<file path="src/rtl/jtdd_adpcm_seq.sv">
// N-channel ADPCM sample sequencer: walks each channel's ROM page range and
// emits one 4-bit code per sample strobe, high nibble first.
module jtdd_adpcm_seq #(
  parameter int CH     = 2,
  parameter int AW     = 17,
  parameter int IRQ_EN = 1
)(
  input  logic            clk,
  input  logic            rst_n,
  input  logic            cen_smp,
  input  logic            cpu_wr,
  input  logic [5:0]      cpu_addr,
  input  logic [7:0]      cpu_din,
  output logic [7:0]      cpu_dout,
  output logic [CH*AW-1:0] rom_addr,
  output logic [CH-1:0]   rom_cs,
  input  logic [8*CH-1:0] rom_data,
  input  logic [CH-1:0]   rom_ok,
  output logic [4*CH-1:0] nib,
  output logic [CH-1:0]   nib_stb,
  output logic [CH-1:0]   dec_rst,
  output logic [CH-1:0]   busy,
  output logic            irq
);

  localparam int PW = AW - 8;
  localparam logic [7:0] HI_MASK = 8'((32'd1 << (PW - 8)) - 32'd1);

  logic [2:0]   cpu_ch, cpu_reg;
  logic [127:0] start8, end8;
  logic [7:0]   busy8, done8, under8;

  assign cpu_ch  = cpu_addr[5:3];
  assign cpu_reg = cpu_addr[2:0];

  for (genvar k = 0; k < CH; k++) begin : g_ch
    typedef enum logic [1:0] {IDLE = 2'd0, FETCH = 2'd1, PLAY = 2'd2} state_t;
    state_t        st;
    logic [15:0]   start_pg, end_pg;
    logic [AW-1:0] addr, start_addr, end_addr;
    logic [7:0]    dbuf;
    logic [3:0]    nib_r;
    logic          hi, stable, done, under, stb, rst_pulse;
    logic          wr_ch, wr_ctl, done_now, under_now;

    assign wr_ch      = cpu_wr && (int'(cpu_ch) == k);
    assign wr_ctl     = wr_ch && (cpu_reg == 3'd4);
    assign start_addr = {start_pg[PW-1:0], 8'h00};
    assign end_addr   = {end_pg[PW-1:0], 8'hFF};
    assign done_now   = (st == PLAY) && cen_smp && !hi && (addr == end_addr);
    assign under_now  = (st == FETCH) && cen_smp;

    // Control writes are applied last so start/stop override the playback
    // step, while done/underrun sets still beat a same-cycle clear.
    always_ff @(posedge clk or negedge rst_n) begin
      if (!rst_n) begin
        st        <= IDLE;
        start_pg  <= '0;
        end_pg    <= '0;
        addr      <= '0;
        dbuf      <= '0;
        nib_r     <= '0;
        hi        <= 1'b0;
        stable    <= 1'b0;
        done      <= 1'b0;
        under     <= 1'b0;
        stb       <= 1'b0;
        rst_pulse <= 1'b0;
      end else begin
        stb       <= 1'b0;
        rst_pulse <= 1'b0;
        if (wr_ch) begin
          case (cpu_reg)
            3'd0:    start_pg[7:0]  <= cpu_din;
            3'd1:    start_pg[15:8] <= cpu_din & HI_MASK;
            3'd2:    end_pg[7:0]    <= cpu_din;
            3'd3:    end_pg[15:8]   <= cpu_din & HI_MASK;
            default: ;
          endcase
        end
        if (wr_ctl && cpu_din[7]) begin
          done  <= 1'b0;
          under <= 1'b0;
        end
        if (done_now)  done  <= 1'b1;
        if (under_now) under <= 1'b1;

        case (st)
          IDLE: ;
          // ok is trusted only once the address has been stable a full cycle
          FETCH: begin
            stable <= 1'b1;
            if (stable && rom_ok[k]) begin
              dbuf <= rom_data[k*8 +: 8];
              st   <= PLAY;
            end
          end
          PLAY: begin
            if (cen_smp) begin
              stb <= 1'b1;
              if (hi) begin
                nib_r <= dbuf[7:4];
                hi    <= 1'b0;
              end else begin
                nib_r <= dbuf[3:0];
                hi    <= 1'b1;
                if (addr == end_addr) begin
                  st <= IDLE;
                end else begin
                  addr   <= addr + 1'b1;
                  stable <= 1'b0;
                  st     <= FETCH;
                end
              end
            end
          end
          default: st <= IDLE;
        endcase

        if (wr_ctl) begin
          if (cpu_din[0]) begin
            addr      <= start_addr;
            hi        <= 1'b1;
            stable    <= 1'b0;
            st        <= FETCH;
            rst_pulse <= (st != IDLE);
          end else begin
            st <= IDLE;
          end
        end
      end
    end

    assign rom_addr[k*AW +: AW] = addr;
    assign rom_cs[k]            = (st == FETCH);
    assign busy[k]              = (st != IDLE);
    assign dec_rst[k]           = (st == IDLE) || rst_pulse;
    assign nib[k*4 +: 4]        = nib_r;
    assign nib_stb[k]           = stb;
    assign start8[k*16 +: 16]   = start_pg;
    assign end8[k*16 +: 16]     = end_pg;
    assign busy8[k]             = (st != IDLE);
    assign done8[k]             = done;
    assign under8[k]            = under;
  end

  for (genvar k = CH; k < 8; k++) begin : g_pad
    assign start8[k*16 +: 16] = '0;
    assign end8[k*16 +: 16]   = '0;
    assign busy8[k]           = 1'b0;
    assign done8[k]           = 1'b0;
    assign under8[k]          = 1'b0;
  end

  always_comb begin
    cpu_dout = 8'hFF;
    if (int'(cpu_ch) < CH) begin
      case (cpu_reg)
        3'd0:    cpu_dout = start8[{cpu_ch, 4'd0} +: 8];
        3'd1:    cpu_dout = start8[{cpu_ch, 4'd8} +: 8];
        3'd2:    cpu_dout = end8[{cpu_ch, 4'd0} +: 8];
        3'd3:    cpu_dout = end8[{cpu_ch, 4'd8} +: 8];
        3'd4:    cpu_dout = {7'd0, busy8[cpu_ch]};
        3'd5:    cpu_dout = {5'd0, under8[cpu_ch], done8[cpu_ch], busy8[cpu_ch]};
        default: cpu_dout = 8'hFF;
      endcase
    end
  end

  if (IRQ_EN != 0) begin : g_irq
    assign irq = |done8;
  end else begin : g_noirq
    assign irq = 1'b0;
  end

endmodule

</file>
<file path="config.mk">
export PLATFORM = sky130hd
export DESIGN_NAME = jtdd_adpcm_seq
export DESIGN_NICKNAME = d
export VERILOG_FILES = /design/src/rtl/jtdd_adpcm_seq.sv
export SDC_FILE = /design/constraint.sdc
export NUM_CORES = 1
export LEC_CHECK = 0
export ABC_AREA = 1
export BUFFER_PORTS_ARGS = -buffer_cell sky130_fd_sc_hd__buf_2
export CORE_ASPECT_RATIO = 0.75
export CORE_MARGIN = 2
export CORE_UTILIZATION = 57
export DETAILED_ROUTE_END_ITERATION = 8
export HOLD_SLACK_MARGIN = 0.06
export PLACE_DENSITY_LB_ADDON = 0.2
export SYNTH_ARGS = -nofsm -noshare
export SYNTH_HDL_FRONTEND = slang
export SYNTH_SLANG_ARGS = --single-unit
export TNS_END_PERCENT = 1
</file>
<file path="constraint.sdc">
create_clock -name clk -period 2.2 [get_ports clk]
set_clock_uncertainty 0.05 [all_clocks]
set_input_delay 0.22 -clock clk [delete_from_list [all_inputs] [get_ports clk]]
set_output_delay 0.22 -clock clk [all_outputs]
set_load 0.01 [all_outputs]
</file>
==> results.cfg, run 1 <==
[clock_network]
htreeDepth = 3
clockRootBuffer = clkbuf_16
cts_buffer_depth = 2
tritoncts = done
cts_buffers = 9
cts.sinks = 110
clkSlewWorstSetupHoldPaths_ns = 0.07
postCtsSetupBuffers = 0
insertion_delay_ns = 0.35

[timing]
max_freq_mhz = 507
fin_crit_ns = 1.97
worst_slew_pin_slew_ns = 0.529
worst_slack_ns = 0.228
setup_violations = 0
final.period_utilization_pct = 89.7
slew_viol_final = 0
slew_headroom_pct = 64.7
setup_tns_ns = 0
hold_violations = 0
rsz0062_at_grt = no

[final_layout]
diodes = 0
nFillCells = 876
final_cells = 995
drive_above_1_share_pct = 21.7
fin_util_pct = 68.6
final_common_cell = nand2_1
final_cell_mix = 148 x nand2_1, 110 x dfrtp_1, 95 x inv_1
synthToLayoutAreaGrowth_pct = 16.8
fin_nets = 898

[run]
maxCapViolCount = 0

[grt]
use_met3_pct = 5.18
top_usage_layer = met1
gr-total-overflow = 0
grt_usage_pct = 27.0
met2_usage_pct = 39.0
grt_pass1_wl_mm = 24.3
first_global_vias = 5045
grt_use_met1_pct = 41.3
antenna_found_initial = 1
grt_max_degree = 40

[synthesis]
ys_seq_area_share_pct = 45.5
synth.area.top_cells = dfrtp_1 46%, nand2_1 9.2%, inv_1 5.9%
synth_ff_type = dfrtp_1
syn_area_per_cell_um2 = 8.08
ys_seq_elements = 110
ys_warn_count = 0
synth-async-reset-ratio_pct = 100
synthCells = 748
synth-edff-count = 0
synth_top_cell_area_share_pct = 45.5
synth_nets = 792
synthDistinctLibCells = 43
yosysTopAreaCell = dfrtp_1
syn-cell-area_um2 = 6050

[floorplanning]
initial_core_util_pct = 58.8
die_w_um = 123
io_pins = 95
core_um2 = 10300
die-area_um2 = 11500
die_h_um = 93.2
rows = 32

[setup_path]
critical_path_class = reg -> reg
startpoint_type = flop
worst-path-max-fanout = 8
cp.arrival_ns = 2.16
worstPathRequired_ns = 2.38
cp-end-kind = flop

[worst_hold_path]
hold_path.class = in -> reg

[route]
drc = 0
vias = 5369
firstDrtPassIters = 5
postRouteAntennaNets = 0
wirelength_mm = 14.9
post_drt_wl_per_cell_um = 15.0
drt_iter0_markers = 337
viasPerCell = 5.40

[pwr]
ir_drop_uv = 423
power_per_cell_area_nw_per_um2 = 971
leakagePower_nw = 3.50

[placement]
gp_congestion = 0.929
pre_cts_ws_ns = 0.268
hpwlAfterDp_mm = 11.3
numPlacedInstances = 970
port_buffers = 94

[run_status]
status = complete, no violations
## stage by stage
step	area, um^2	hold WS (ns)	total power, mW
after floorplan	6050	-0.126	4.41
after global placement	6660	0.180	5.08
after detailed placement	6660	0.184	5.19
after CTS	7060	0.0658	6.87
after global routing	7060	0.0747	7.31
final	7060	0.0745	6.86
## state kept, by name (all words and copies together), names as in the netlist
register        count
g_ch.st             4
g_ch.start_pg      18
g_ch.rst_pulse      2
g_ch.stable         2
g_ch.addr          34
g_ch.hi             2
g_ch.dbuf          16
g_ch.end_pg        18
g_ch.nib_r          8
g_ch.done           2
g_ch.under          2
g_ch.stb            2
## layer usage
layer / up-vias / part of all wire [%]
li1: 2625 / -
met1: 2534 / 48
met2: 180 / 43
met3: 28 / 7.0
met4: 2 / 1.8
met5: - / 0.074
## power breakdown
group | total (mW) | internal, mW | switching, mW
clock | 1.68 | 0.921 | 0.757
sequential | 3.00 | 2.57 | 0.428
combinational | 2.18 | 0.889 | 1.30
total | 6.86 | 4.38 | 2.48
## layout make-up
class	instances	area [um^2]	share of cell area, %
sequential	110	2750	39.0
tap	136	170	2.41
inverter	110	415	5.88
multi-input combinational	508	2750	38.9
clock inverter	6	71.3	1.01
clock buffer	10	239	3.38
timing repair buffer	115	666	9.43
## kinds of logic after synthesis
group	synth area share, %
simple gates	25.6
buf+inv	9.04
compound gates	13.2
flops	45.5
xor+xnor	2.75
fa+ha+maj	1.66
mux	2.24
## synth_stat cells (2+ instances only)
master,number
a21oi_1,51
a221o_1,5
a31oi_1,4
and3_1,2
buf_2,6
buf_4,5
buf_6,4
clkbuf_1,4
clkinv_1,4
dfrtp_1,110
ha_1,8
inv_1,95
inv_2,10
mux2_1,2
mux2_2,10
nand2_1,148
nand2_2,6
nand2_4,3
nand3_1,27
nand4_1,22
nor2_1,81
nor2_2,11
nor2_4,12
nor3_1,2
nor3_2,2
o21a_1,2
o21ai_0,59
o21ai_1,13
o21bai_1,2
o22ai_1,7
or2_2,2
xnor2_1,11
xor2_1,8
## critical path: stages (launching register included)
cell and delay, ns:
dfrtp_1 0.40, inv_1 0.09, ha_1 0.17, nand2_1 0.14, nor2_4 0.18, inv_1 0.10
a21oi_2 0.31, nand2_1 0.16, o21ai_0 0.21, a21oi_1 0.06
## repair_timing
item | in CTS | in global routing
hold buffers | 9 | 0
gates resized for setup | 0 | 0
endpoints found under the hold margin | 43 | 0
## path summary, 6_finish.rpt
kind	endpoint	cells past startpoint	startpoint	slack [ns]
worst max-delay path	g_ch[1].addr[5]	9	g_ch[1].st[0]	0.23
worst min-delay path	g_ch[0].dbuf[6]	2	rom_data[6]	0.07
worst max register to register	g_ch[1].addr[5]	9	g_ch[1].st[0]	0.23
worst min register to register	g_ch[1].dbuf[4]	1	g_ch[1].dbuf[4]	0.46
max in group asynchronous	g_ch[0].end_pg[6]	3	rst_n	1.11
min in group asynchronous	g_ch[0].st[1]	2	rst_n	0.35
Power figures use the tool's default switching activity.
==> run 2: changes to the inputs <==
- RECOVER_POWER: default -> 25
==> run 2 against run 1 <==
Effect of this change:
- wire length shrank 0.10%
- largest power group unchanged
- die area is the same
- flip-flop and latch count unchanged
- sequential power is essentially flat
- maximum frequency is 0.14% higher
- via count is 0.34% lower
- critical path type unchanged
- setup slack better by 0.0028 ns
==> results.cfg, run 2 (synthesis results as in run 1) <==
[grt]
first_global_vias = 5045
grt_max_degree = 40
grt_pass1_wl_mm = 24.3
antenna_found_initial = 1
grt_usage_pct = 27.0
gr-total-overflow = 0

[pwr]
power_per_cell_area_nw_per_um2 = 973
p_total_mw = 6.86
ir_drop_uv = 423
leakagePower_nw = 3.50

[floorplanning]
rows = 32
die-area_um2 = 11500
core_um2 = 10300
die_w_um = 123
die_h_um = 93.2
io_pins = 95
initial_core_util_pct = 58.8

[setup_path]
r2r_cells = 9
reg2reg_slack_ns = 0.23
worstPathRequired_ns = 2.38
rr_startpoint = g_ch[1].st[0]
startpoint_type = flop
cp.arrival_ns = 2.15
critical_path_class = reg -> reg
worst-path-max-fanout = 8
rr_endpoint = g_ch[1].addr[5]
cp-end-kind = flop

[clock_network]
cts_buffer_depth = 2
postCtsSetupBuffers = 0
clockRootBuffer = clkbuf_16
tritoncts = done
cts_buffers = 9
insertion_delay_ns = 0.35
cts.sinks = 110
clkSlewWorstSetupHoldPaths_ns = 0.07
htreeDepth = 3
ctsResizeCount = 0

[final_layout]
drive_above_1_share_pct = 21.3
synthToLayoutAreaGrowth_pct = 16.6
fin_nets = 898
final_common_cell = nand2_1
diodes = 0
reg.largest.list = g_ch.addr: 34 flops, g_ch.end_pg: 18 flops, g_ch.start_pg: 18 flops
largest_reg_flops = 34
top_register = g_ch.addr
final_cell_mix = 148 x nand2_1, 110 x dfrtp_1, 95 x inv_1
nFillCells = 876

[timing]
setup_violations = 0
slew_viol_final = 0
setup_tns_ns = 0
hold_violations = 0
rsz0062_at_grt = no
max_freq_mhz = 508
fin_crit_ns = 1.97
final.period_utilization_pct = 89.5
slew_headroom_pct = 31.5
worst_slew_pin_slew_ns = 1.03

[route]
postRouteAntennaNets = 0
vias = 5351
drc = 0
post_drt_wl_per_cell_um = 15.0
drt_iter0_markers = 337
firstDrtPassIters = 5
wirelength_mm = 14.9
viasPerCell = 5.38

[worst_hold_path]
hold_start = rom_data[6]
hold_depth = 2
hold_path.class = in -> reg
hold_end = g_ch[0].dbuf[6]

[placement]
gp_congestion = 0.929
port_buffers = 94
hpwlAfterDp_mm = 11.3

[run_status]
status = complete, no violations

[run]
maxCapViolCount = 0
[run 2: cell count changes in the layout (fill, tap and decap cells not counted), sizes merged]
cell	previous run	this run
buf	106	104
clkbuf	10	12
[run 2: worst max path at each step]
stage / start / endpoint / depth (start not counted)
3_5_place_dp: g_ch[1].st[0] / g_ch[1].addr[5] / 9
2_1_floorplan: g_ch[0].addr[0] / g_ch[0].addr[8] / 11
3_3_place_gp: g_ch[0].st[0] / g_ch[0].addr[7] / 9
6_report: g_ch[1].st[0] / g_ch[1].addr[5] / 9
4_1_cts: g_ch[1].st[0] / g_ch[1].addr[5] / 9
5_1_grt: g_ch[1].st[0] / g_ch[1].addr[7] / 9
[run 2: stage by stage]
| step | utilization (%) | setup WS (ns) | area (um^2) | hold slack (ns) | cells |
|---|---|---|---|---|---|
| finish | 68.5 | 0.230 | 7050 | 0.0751 | 995 |
| global route | 68.5 | 0.0842 | 7050 | 0.0747 | 995 |
| global placement | 64.7 | 0.360 | 6660 | 0.180 | 970 |
| floorplan | - | 0.436 | 6050 | -0.126 | 748 |
| detailed placement | 64.7 | 0.268 | 6660 | 0.184 | 970 |
| CTS | 68.6 | 0.245 | 7060 | 0.0658 | 995 |
[run 2: what timing repair did]
action	4_1_cts	5_1_grt
endpoints found under the setup margin	0	0
hold endpoints to repair	43	0
hold buffers	9	0
[run 2: layout make-up]
| class | count | area [um^2] | share of cell area [%] |
|---|---|---|---|
| Clock inverter | 6 | 71.3 | 1.01 |
| Sequential cell | 110 | 2750 | 39.1 |
| Inverter | 110 | 415 | 5.89 |
| Multi-Input combinational cell | 508 | 2740 | 38.8 |
| Clock buffer | 10 | 239 | 3.39 |
| Timing Repair Buffer | 115 | 662 | 9.39 |
| Tap cell | 136 | 170 | 2.41 |
[run 2: metal layers]
layer	track usage (%)	up-vias	wire (um)
met5	0	-	11
met4	7.38	2	252
met3	5.18	24	1000
met2	39.0	172	6440
met1	41.3	2528	7190
li1	-	2625	-
[run 2: worst max-delay path, stage by stage, from the launching register on]
cell and delay [ns]:
dfrtp_1 0.40, inv_1 0.09, ha_1 0.17, nand2_1 0.14, nor2_4 0.18, inv_1 0.10
a21oi_2 0.31, nand2_1 0.16, o21ai_0 0.21, a21oi_1 0.06
[run 2: where the power goes]
group          internal, mW  switching [mW]  total [mW]
combinational         0.887            1.29        2.18
clock                 0.921           0.757        1.68
sequential             2.57           0.428        3.00
==> run 3: changes to the inputs <==
- clock period: 2.2 -> 2 ns (I/O delays scaled with it)
==> run 3 against run 2 <==
Effect of this change:
- count of clock-buffer cells in the layout did not move
- core utilization rose by 0.62 points
- sequential power rose by 9.3%
- power rose by 11%
- wire length rose by 2.6%
- largest power group unchanged
==> results.cfg, run 3 (synthesis results as in run 1) <==
[run_status]
status = complete, no violations

[pwr]
leakagePower_nw = 3.51
power_per_cell_area_nw_per_um2 = 1070
ir_drop_uv = 683
clockPowerShare_pct = 24.5
p_int_mw = 4.83
p_seq_share_pct = 43.2
pwr-share-comb_pct = 32.2
p_sw_share_pct = 36.5
p_sw_mw = 2.77

[worst_hold_path]
hold_path.class = in -> reg

[clock_network]
postCtsSetupBuffers = 0
htreeDepth = 3
cts_buffers = 9
clkSlewWorstSetupHoldPaths_ns = 0.08
clockRootBuffer = clkbuf_16
cts_buffer_depth = 2
cts.sinks = 110
insertion_delay_ns = 0.35
tritoncts = done

[placement]
gp_congestion = 0.957
pre_cts_ws_ns = 0.130
hpwlAfterDp_mm = 11.5
port_buffers = 94

[timing]
slew_headroom_pct = 34.8
rsz0062_at_grt = yes
hold_violations = 0
worst_slew_pin_slew_ns = 0.979
fin_crit_ns = 1.87
worst_slack_ns = 0.126
slew_viol_final = 0
final.period_utilization_pct = 93.7
setup_violations = 0
whs_ns = 0.0639
max_freq_mhz = 534

[route]
wl_met2_mm = 6.77
wl_met3_mm = 1.09
wirelength_mm = 15.3
vias = 5467
routedLengthMet1_mm = 7.15
drt_iter0_markers = 396
drc = 0
viasPerCell = 5.45
postRouteAntennaNets = 0
firstDrtPassIters = 5
post_drt_wl_per_cell_um = 15.2
top_layer_used = met4

[grt]
grt_max_degree = 54
grt_usage_pct = 28.2
first_global_vias = 5187
antenna_found_initial = 0
gr-total-overflow = 0
grt_pass1_wl_mm = 25.2

[final_layout]
largest_reg_flops = 34
top_register = g_ch.addr
drive_above_1_share_pct = 20.4
final_common_cell = nand2_1
final_cell_mix = 149 x nand2_1, 110 x dfrtp_1, 95 x inv_1
reg.largest.list = g_ch.addr: 34 flops, g_ch.end_pg: 18 flops, g_ch.start_pg: 18 flops
synthToLayoutAreaGrowth_pct = 17.6
diodes = 0
fin_nets = 907

[floorplanning]
rows = 32
die_h_um = 93.2
io_pins = 95
core_um2 = 10300
die-area_um2 = 11500
initial_core_util_pct = 58.8
die_w_um = 123

[setup_path]
critical_path_class = reg -> reg
reg2reg_slack_ns = 0.13
startpoint_type = flop
worstPathRequired_ns = 2.19
cp.arrival_ns = 2.06
cp-end-kind = flop
worst-path-max-fanout = 8

[run]
maxCapViolCount = 0
==> run 3: cell count changes in the layout (fill, tap and decap cells not counted), sizes merged <==
| cell | change |
|---|---|
| clkbuf | +13 |
| buf | -8 |
| dlygate4sd3 | +4 |
==> run 3: final timing paths <==
kind,from,to,cells past startpoint
worst max-delay path,g_ch[1].addr[0],g_ch[1].addr[7],9
worst min-delay path,rom_data[3],g_ch[0].dbuf[3],3
worst max register to register,g_ch[1].addr[0],g_ch[1].addr[7],9
worst min register to register,g_ch[0].addr[0],g_ch[0].addr[0],1
max in group asynchronous,rst_n,g_ch[0].end_pg[3],3
min in group asynchronous,rst_n,g_ch[0].rst_pulse,2
==> run 3: metrics by stage <==
stage | utilization [%] | cells | TNS (ns) | power, mW | cell area (um^2)
after global placement | 65.1 | 975 | 0 | 5.62 | 6700
after global routing | 69.1 | 1004 | -0.0638 | 8.11 | 7110
after detailed placement | 65.1 | 975 | 0 | 5.76 | 6700
after CTS | 69.4 | 1004 | 0 | 7.64 | 7140
final | 69.1 | 1004 | 0 | 7.60 | 7110
after floorplan | - | 748 | 0 | 4.85 | 6050
==> run 3: power groups by stage <==
stage | sequential, mW | clock, mW | combinational, mW
after floorplan | 3.32 | 0 | 1.53
after global placement | 3.27 | 0 | 2.35
after detailed placement | 3.32 | 0 | 2.45
after CTS | 3.27 | 1.88 | 2.48
after global routing | 3.36 | 1.97 | 2.77
final | 3.28 | 1.86 | 2.45
==> run 3: per-layer routing <==
layer | track usage, % | vias to the layer above
met5 | 0 | -
met4 | 7.76 | 0
met3 | 4.70 | 25
met2 | 43.0 | 204
met1 | 41.7 | 2591
li1 | - | 2647
==> run 3: worst max-delay path: stages (launching register included) <==
cell     delay [ns]
dfrtp_1        0.43
ha_2           0.22
nand3_2        0.12
nor2_4         0.06
nand2_2        0.09
nor2_4         0.05
a21oi_2        0.33
nand2_1        0.14
o21ai_0        0.20
a21oi_1        0.07
==> run 3: layout make-up <==
| cell class | instances | area [um^2] |
|---|---|---|
| clock buffer | 10 | 239 |
| clock inverter | 6 | 71.3 |
| fill | 868 | 3180 |
| inverter | 110 | 415 |
| multi-input combinational | 508 | 2740 |
| sequential | 110 | 2750 |
| tap | 136 | 170 |
| timing repair buffer | 124 | 719 |
==> run 3: what timing repair did <==
action,4_1_cts,5_1_grt
hold buffers,13,0
endpoints found under the hold margin,46,0
resized for setup,0,2
setup endpoints to repair,0,7
